$ cat config.mk
export PLATFORM = sky130hd
export DESIGN_NAME = uart_rx
export DESIGN_NICKNAME = d
export VERILOG_FILES = /design/src/rtl/uart_rx.sv
export SDC_FILE = /design/constraint.sdc
export NUM_CORES = 1
export LEC_CHECK = 0
export CORE_MARGIN = 2
export CORE_UTILIZATION = 58
export DETAILED_ROUTE_END_ITERATION = 6
export PLACE_DENSITY = 0.82
export SLEW_MARGIN = 15
export SYNTH_ARGS = -nofsm -noshare
export SYNTH_HDL_FRONTEND = slang
export SYNTH_SLANG_ARGS = --single-unit
$ cat constraint.sdc
create_clock -name clk -period 5.6 [get_ports clk]
set_clock_uncertainty 0.15 [all_clocks]
set_input_delay 1.4 -clock clk [delete_from_list [all_inputs] [get_ports clk]]
set_output_delay 1.4 -clock clk [all_outputs]
set_load 0.05 [all_outputs]
$ cat src/rtl/uart_rx.sv
// UART receiver: 8N1 frames sampled at bit centre using a shared oversampling tick.
// Good frames pulse rx_done and update rx_data; a low stop bit pulses frame_err instead.
module uart_rx #(
  parameter int OVERSAMPLE = 16
) (
  input  logic       clk,
  input  logic       rst,
  input  logic       rx,
  input  logic       tick,
  output logic [7:0] rx_data,
  output logic       rx_done,
  output logic       frame_err,
  output logic       rx_busy,
  output logic [1:0] dbg_state
);

  localparam int TW = $clog2(OVERSAMPLE);
  localparam logic [TW-1:0] MID  = TW'(OVERSAMPLE / 2 - 1);
  localparam logic [TW-1:0] FULL = TW'(OVERSAMPLE - 1);

  typedef enum logic [1:0] {
    IDLE  = 2'd0,
    START = 2'd1,
    DATA  = 2'd2,
    STOP  = 2'd3
  } state_t;

  state_t          state, state_nx;
  logic            rx_meta, rx_s;
  logic [TW-1:0]   tick_cnt, tick_nx;
  logic [2:0]      bit_cnt, bit_nx;
  logic [7:0]      shift, shift_nx;
  logic [7:0]      data_nx;
  logic            done_nx, ferr_nx;

  // Synchronizer idles high so reset never looks like a start edge.
  always_ff @(posedge clk or negedge rst) begin
    if (!rst) begin
      rx_meta <= 1'b1;
      rx_s    <= 1'b1;
    end else begin
      rx_meta <= rx;
      rx_s    <= rx_meta;
    end
  end

  always_ff @(posedge clk or negedge rst) begin
    if (!rst) begin
      state     <= IDLE;
      tick_cnt  <= '0;
      bit_cnt   <= '0;
      shift     <= '0;
      rx_data   <= '0;
      rx_done   <= 1'b0;
      frame_err <= 1'b0;
    end else begin
      state     <= state_nx;
      tick_cnt  <= tick_nx;
      bit_cnt   <= bit_nx;
      shift     <= shift_nx;
      rx_data   <= data_nx;
      rx_done   <= done_nx;
      frame_err <= ferr_nx;
    end
  end

  always_comb begin
    state_nx = state;
    tick_nx  = tick_cnt;
    bit_nx   = bit_cnt;
    shift_nx = shift;
    data_nx  = rx_data;
    done_nx  = 1'b0;
    ferr_nx  = 1'b0;
    case (state)
      IDLE: begin
        if (!rx_s) begin
          tick_nx  = '0;
          state_nx = START;
        end
      end
      START: begin
        if (tick) begin
          if (tick_cnt == MID) begin
            if (!rx_s) begin
              state_nx = DATA;
              tick_nx  = '0;
              bit_nx   = '0;
            end else begin
              state_nx = IDLE;
            end
          end else begin
            tick_nx = tick_cnt + TW'(1);
          end
        end
      end
      DATA: begin
        if (tick) begin
          if (tick_cnt == FULL) begin
            shift_nx = {rx_s, shift[7:1]};
            tick_nx  = '0;
            if (bit_cnt == 3'd7) state_nx = STOP;
            else                 bit_nx   = bit_cnt + 3'd1;
          end else begin
            tick_nx = tick_cnt + TW'(1);
          end
        end
      end
      STOP: begin
        if (tick) begin
          if (tick_cnt == FULL) begin
            // Strobe and return to IDLE on the same edge; a bad frame leaves rx_data alone.
            if (rx_s) begin
              data_nx = shift;
              done_nx = 1'b1;
            end else begin
              ferr_nx = 1'b1;
            end
            tick_nx  = '0;
            state_nx = IDLE;
          end else begin
            tick_nx = tick_cnt + TW'(1);
          end
        end
      end
      default: state_nx = IDLE;
    endcase
  end

  always_comb begin
    rx_busy   = (state != IDLE);
    dbg_state = state;
  end

endmodule

# Word-level counts from Yosys, hierarchy flattened
# Cells that the tools add are included.
# classes
n_addsub,2
eq_ne,17
mux,31
reduce_logical,9
# ops
op,n
$mux W4,5
$ne A2 B2 Y1 const B,10
$mux W2,9
$mux W3,6
$pmux W4 S3,1
$mux W1,8
$pmux W2 S4,1
$reduce_and A8 Y1,1
$reduce_and A7 Y1,1
$pmux W3 S2,1
$add A4 B1 Y4 const B,1
$eq A2 B2 Y1 const B,2
$eq A4 B3 Y1 const B,1
$eq A4 B4 Y1 const B,1
$reduce_and A4 Y1,1
$reduce_bool A2 Y1,2
$add A3 B1 Y3 const B,1
$eq A3 B3 Y1 const B,1
$reduce_and A3 Y1,1
$eq A2 B1 Y1 const B,1
$logic_not A2 Y1,1
$ne A2 B1 Y1 const B,1
$reduce_and A2 Y1,1
$reduce_or A2 Y1,1
# word_totals
register_bits,29
inputBits,4
output_inout_bits,13
word_cells,68

# Depth between registers and ports, before layout
# logic_depth
ltp_word,5
ltp_mapped,6
ltp_nobuf,5

# Least setup slack after synthesis
# Ideal clock, no wire load.
# synth_path
path_kind,reg2out
start,"register state[0], in the netlist dbg_state[0]"
end,output rx_busy
t_arrival_ps,1326
t_required_ps,4050
slack_ps,2724
stages_incl_launch_ff,4
n_path_buf,1
cell_sequence,dfrtp_1 buf_2 nor2_1 inv_1
# synth_via
elab_chain_cells,1
# synth_rtl
item,line,text
start: declaration,28,"state_t state, state_nx;"
start signal: assignment,57,state <= state_nx;
$reduce_bool A2 Y1,131,rx_busy = (state != IDLE);
end: declaration,13,"output logic rx_busy,"
# Every way passes these cells.

# Worst setup path in the final report
# Ends and elaborated chain as after synthesis.

==> results.cfg <==
[status]
status = finished, final reports clean

[timing]
finalCritPeriodShare_pct = 61.8
relSlewSlack_pct = 66.8
period_needed_ns = 3.46
rsz0062_at_grt = false
finalHoldViolations = 0
setup_tns_ns = 0
fmax_ghz = 0.289
drv_slew = 0
worstMarginPinSlew_ns = 0.497
setup_violations = 0

[clock_network]
cts_tree = yes
cts_resized = 0
cts_max_level = 2
clock_latency_ns = 0.31
cts_inserted_buffers = 5
clk_pin_slew_ns = 0.09
cts_setup_buffers = 0
hold_buffers = 0
root_buffer = clkbuf_4
cts_buffer_depth = 2
clock_sinks = 29

[grt]
grtUsageTotal_pct = 19.3
grt_start_max_net_pins = 30
globalRoute.totalOverflow = 0
grt_pass1_vias = 849
grt_pass1_wl_um = 3890
antenna_found_initial = 0

[critical_path]
worstPathArrival_ns = 1.91
slowest_delay_ns = 0.79
worst_path_max_delay_cell = clkdlybuf4s50_1
startpoint_type = flip-flop
worstPathMaxFanout = 17
critical_path.top_delay_family = buffers and inverters
crit_chain = nor2_1, inv_1, clkdlybuf4s50_1
worstPathRequired_ns = 4.05
critPathKind = reg2out
crit_path_end_kind = primary output
cp_num_buf_inv = 2

[floorplan]
die_w_um = 54.1
die_h_um = 54.1
core_area_um2 = 2430
num_rows = 18
die-area_um2 = 2930
ioPinCount = 17
initial_core_util_pct = 59.8

[placement]
place_area_um2 = 1600
dp_hpwl_um = 1630
place_inst = 152
finalWeightedCongestion = 0.775
io_buffers = 16

[detailed_routing]
viasPerCell = 5.83
drt-initial-drc-count = 8
vias = 932
wire_per_inst_um = 14.9
dr_wl_met2_um = 1110
met3_length_um = 91
wl_um = 2380
top_layer_used = met4
ant_nets = 0
dr.pass1.iters = 4
drc_errors = 0
wl_met1_um = 1150

[finish]
drive_gt1_share_pct = 25.4
mostFrequentLayoutCells = dfrtp_1, mux2_4, clkdlybuf4s50_1
syn2layout_area_growth_pct = 15.0
num-fill-cells = 183
nets = 136
finalNonFillerCells = 160
antenna-diode-count = 0
post-route-cell-area_um2 = 1670
mostFrequentLayoutCell = dfrtp_1

[logic_synthesis]
synth_compound_gate_area_share_pct = 9.11
syn_inst = 112
synth_xor_area_share_pct = 1.20
syn-cell-area_um2 = 1460
synth.distinct_cells = 36
avgSynthCellArea_um2 = 13.0
ys_seq_area_share_pct = 50.0
yosys.area_share.simple_pct = 15.0
synth_warnings = 0
synthAdderAreaFrac_pct = 2.58
muxShareOfSynthArea_pct = 16.5
synth_top_area_cell = dfrtp_1
synth_nets = 119
synth_top_family_by_area = multiplexers
ys_ff_latch = 29
synth_top_area_share_pct = 46.4
synth_area_leaders = dfrtp_1, mux2_4, dfstp_2, ha_1, and4_2

[job]
maxCapViolations = 0

[worst_hold_path]
hold_class = reg2reg

[power]
leakagePower_nw = 0.742
vdd_drop_max_v = 0.000308
total_power_mw = 0.571
p_per_area_nw_per_um2 = 341
Yosys cell counts (all sizes together):
cell type / count
a211o: 2
a21o: 1
or3: 2
or2b: 1
nand3b: 1
a221oi: 1
nor3b: 1
xor2: 2
and4: 5
nand3: 6
inv: 5
nand4bb: 1
a31oi: 1
and4bb: 1
or4: 1
buf: 7
nor2b: 2
dfrtp: 27
ha: 3
and3b: 1
a22oi: 1
or3b: 1
o21ba: 1
o21ai: 4
nor2: 1
dfstp: 2
nand4: 2
nand2: 5
o211ai: 3
o221ai: 2
a21oi: 3
mux2: 16
registers in the layout (all words and copies together) (netlist names), named ones only:
signal,cells
shift,8
bit_cnt,3
rx_data,8
dbg_state,1
frame_err,1
rx_done,1
tick_cnt,4
rx_s,1
rx_meta,1
cell type report:
class	instances	area (um^2)	share of cell area, %
Sequential cell	29	728	43.5
Multi-Input combinational cell	71	646	38.6
Timing Repair Buffer	17	168	10.0
Clock buffer	6	41.3	2.47
Tap cell	30	37.5	2.24
Clock inverter	2	35.0	2.09
Inverter	5	18.8	1.12
report_power, final:
part | switching, mW | internal (mW) | total [mW] | leakage [nW]
clock | 0.0699 | 0.0936 | 0.163 | 0.0422
sequential | 0.0483 | 0.229 | 0.278 | 0.387
combinational | 0.0739 | 0.0561 | 0.130 | 0.312
through the flow:
step | worst slack (ns) | hold WS (ns) | utilization (%)
floorplan | 2.72 | 0.195 | -
global placement | 2.28 | 0.197 | 65.7
detailed placement | 2.22 | 0.200 | 65.7
CTS | 2.13 | 0.213 | 68.8
global route | 2.03 | 0.215 | 68.8
finish | 2.14 | 0.212 | 68.8
kinds of logic (layout without fill, tap and decap cells):
| logic type | count (synthesis) | after routing |
|---|---|---|
| adder cells (fa/ha/maj) | 3 | 3 |
| AO/OA/AOI/OAI | 19 | 19 |
| AND/OR/NAND/NOR | 31 | 31 |
| multiplexers | 16 | 16 |
| XOR/XNOR | 2 | 2 |
| buffers and inverters | 12 | 30 |
| flip-flops | 29 | 29 |
worst paths after layout:
check                             startpoint    endpoint  slack, ns  depth (start not counted)
worst min-delay path                 rx_meta        rx_s       0.21                          0
worst max register to register   tick_cnt[0]    shift[7]       3.47                          4
worst max-delay path            dbg_state[0]     rx_busy       2.14                          3
min in group asynchronous                rst  rx_data[3]       1.29                          2
worst min register to register       rx_meta        rx_s       0.21                          0
max in group asynchronous                rst     rx_meta       3.69                          2
metal layers:
layer,GRT usage [%],vias to the layer above
li1,-,449
met1,25.8,461
met2,28.3,17
met3,8.33,5
met4,6.25,0
met5,0,-
Power figures use the tool's default switching activity.
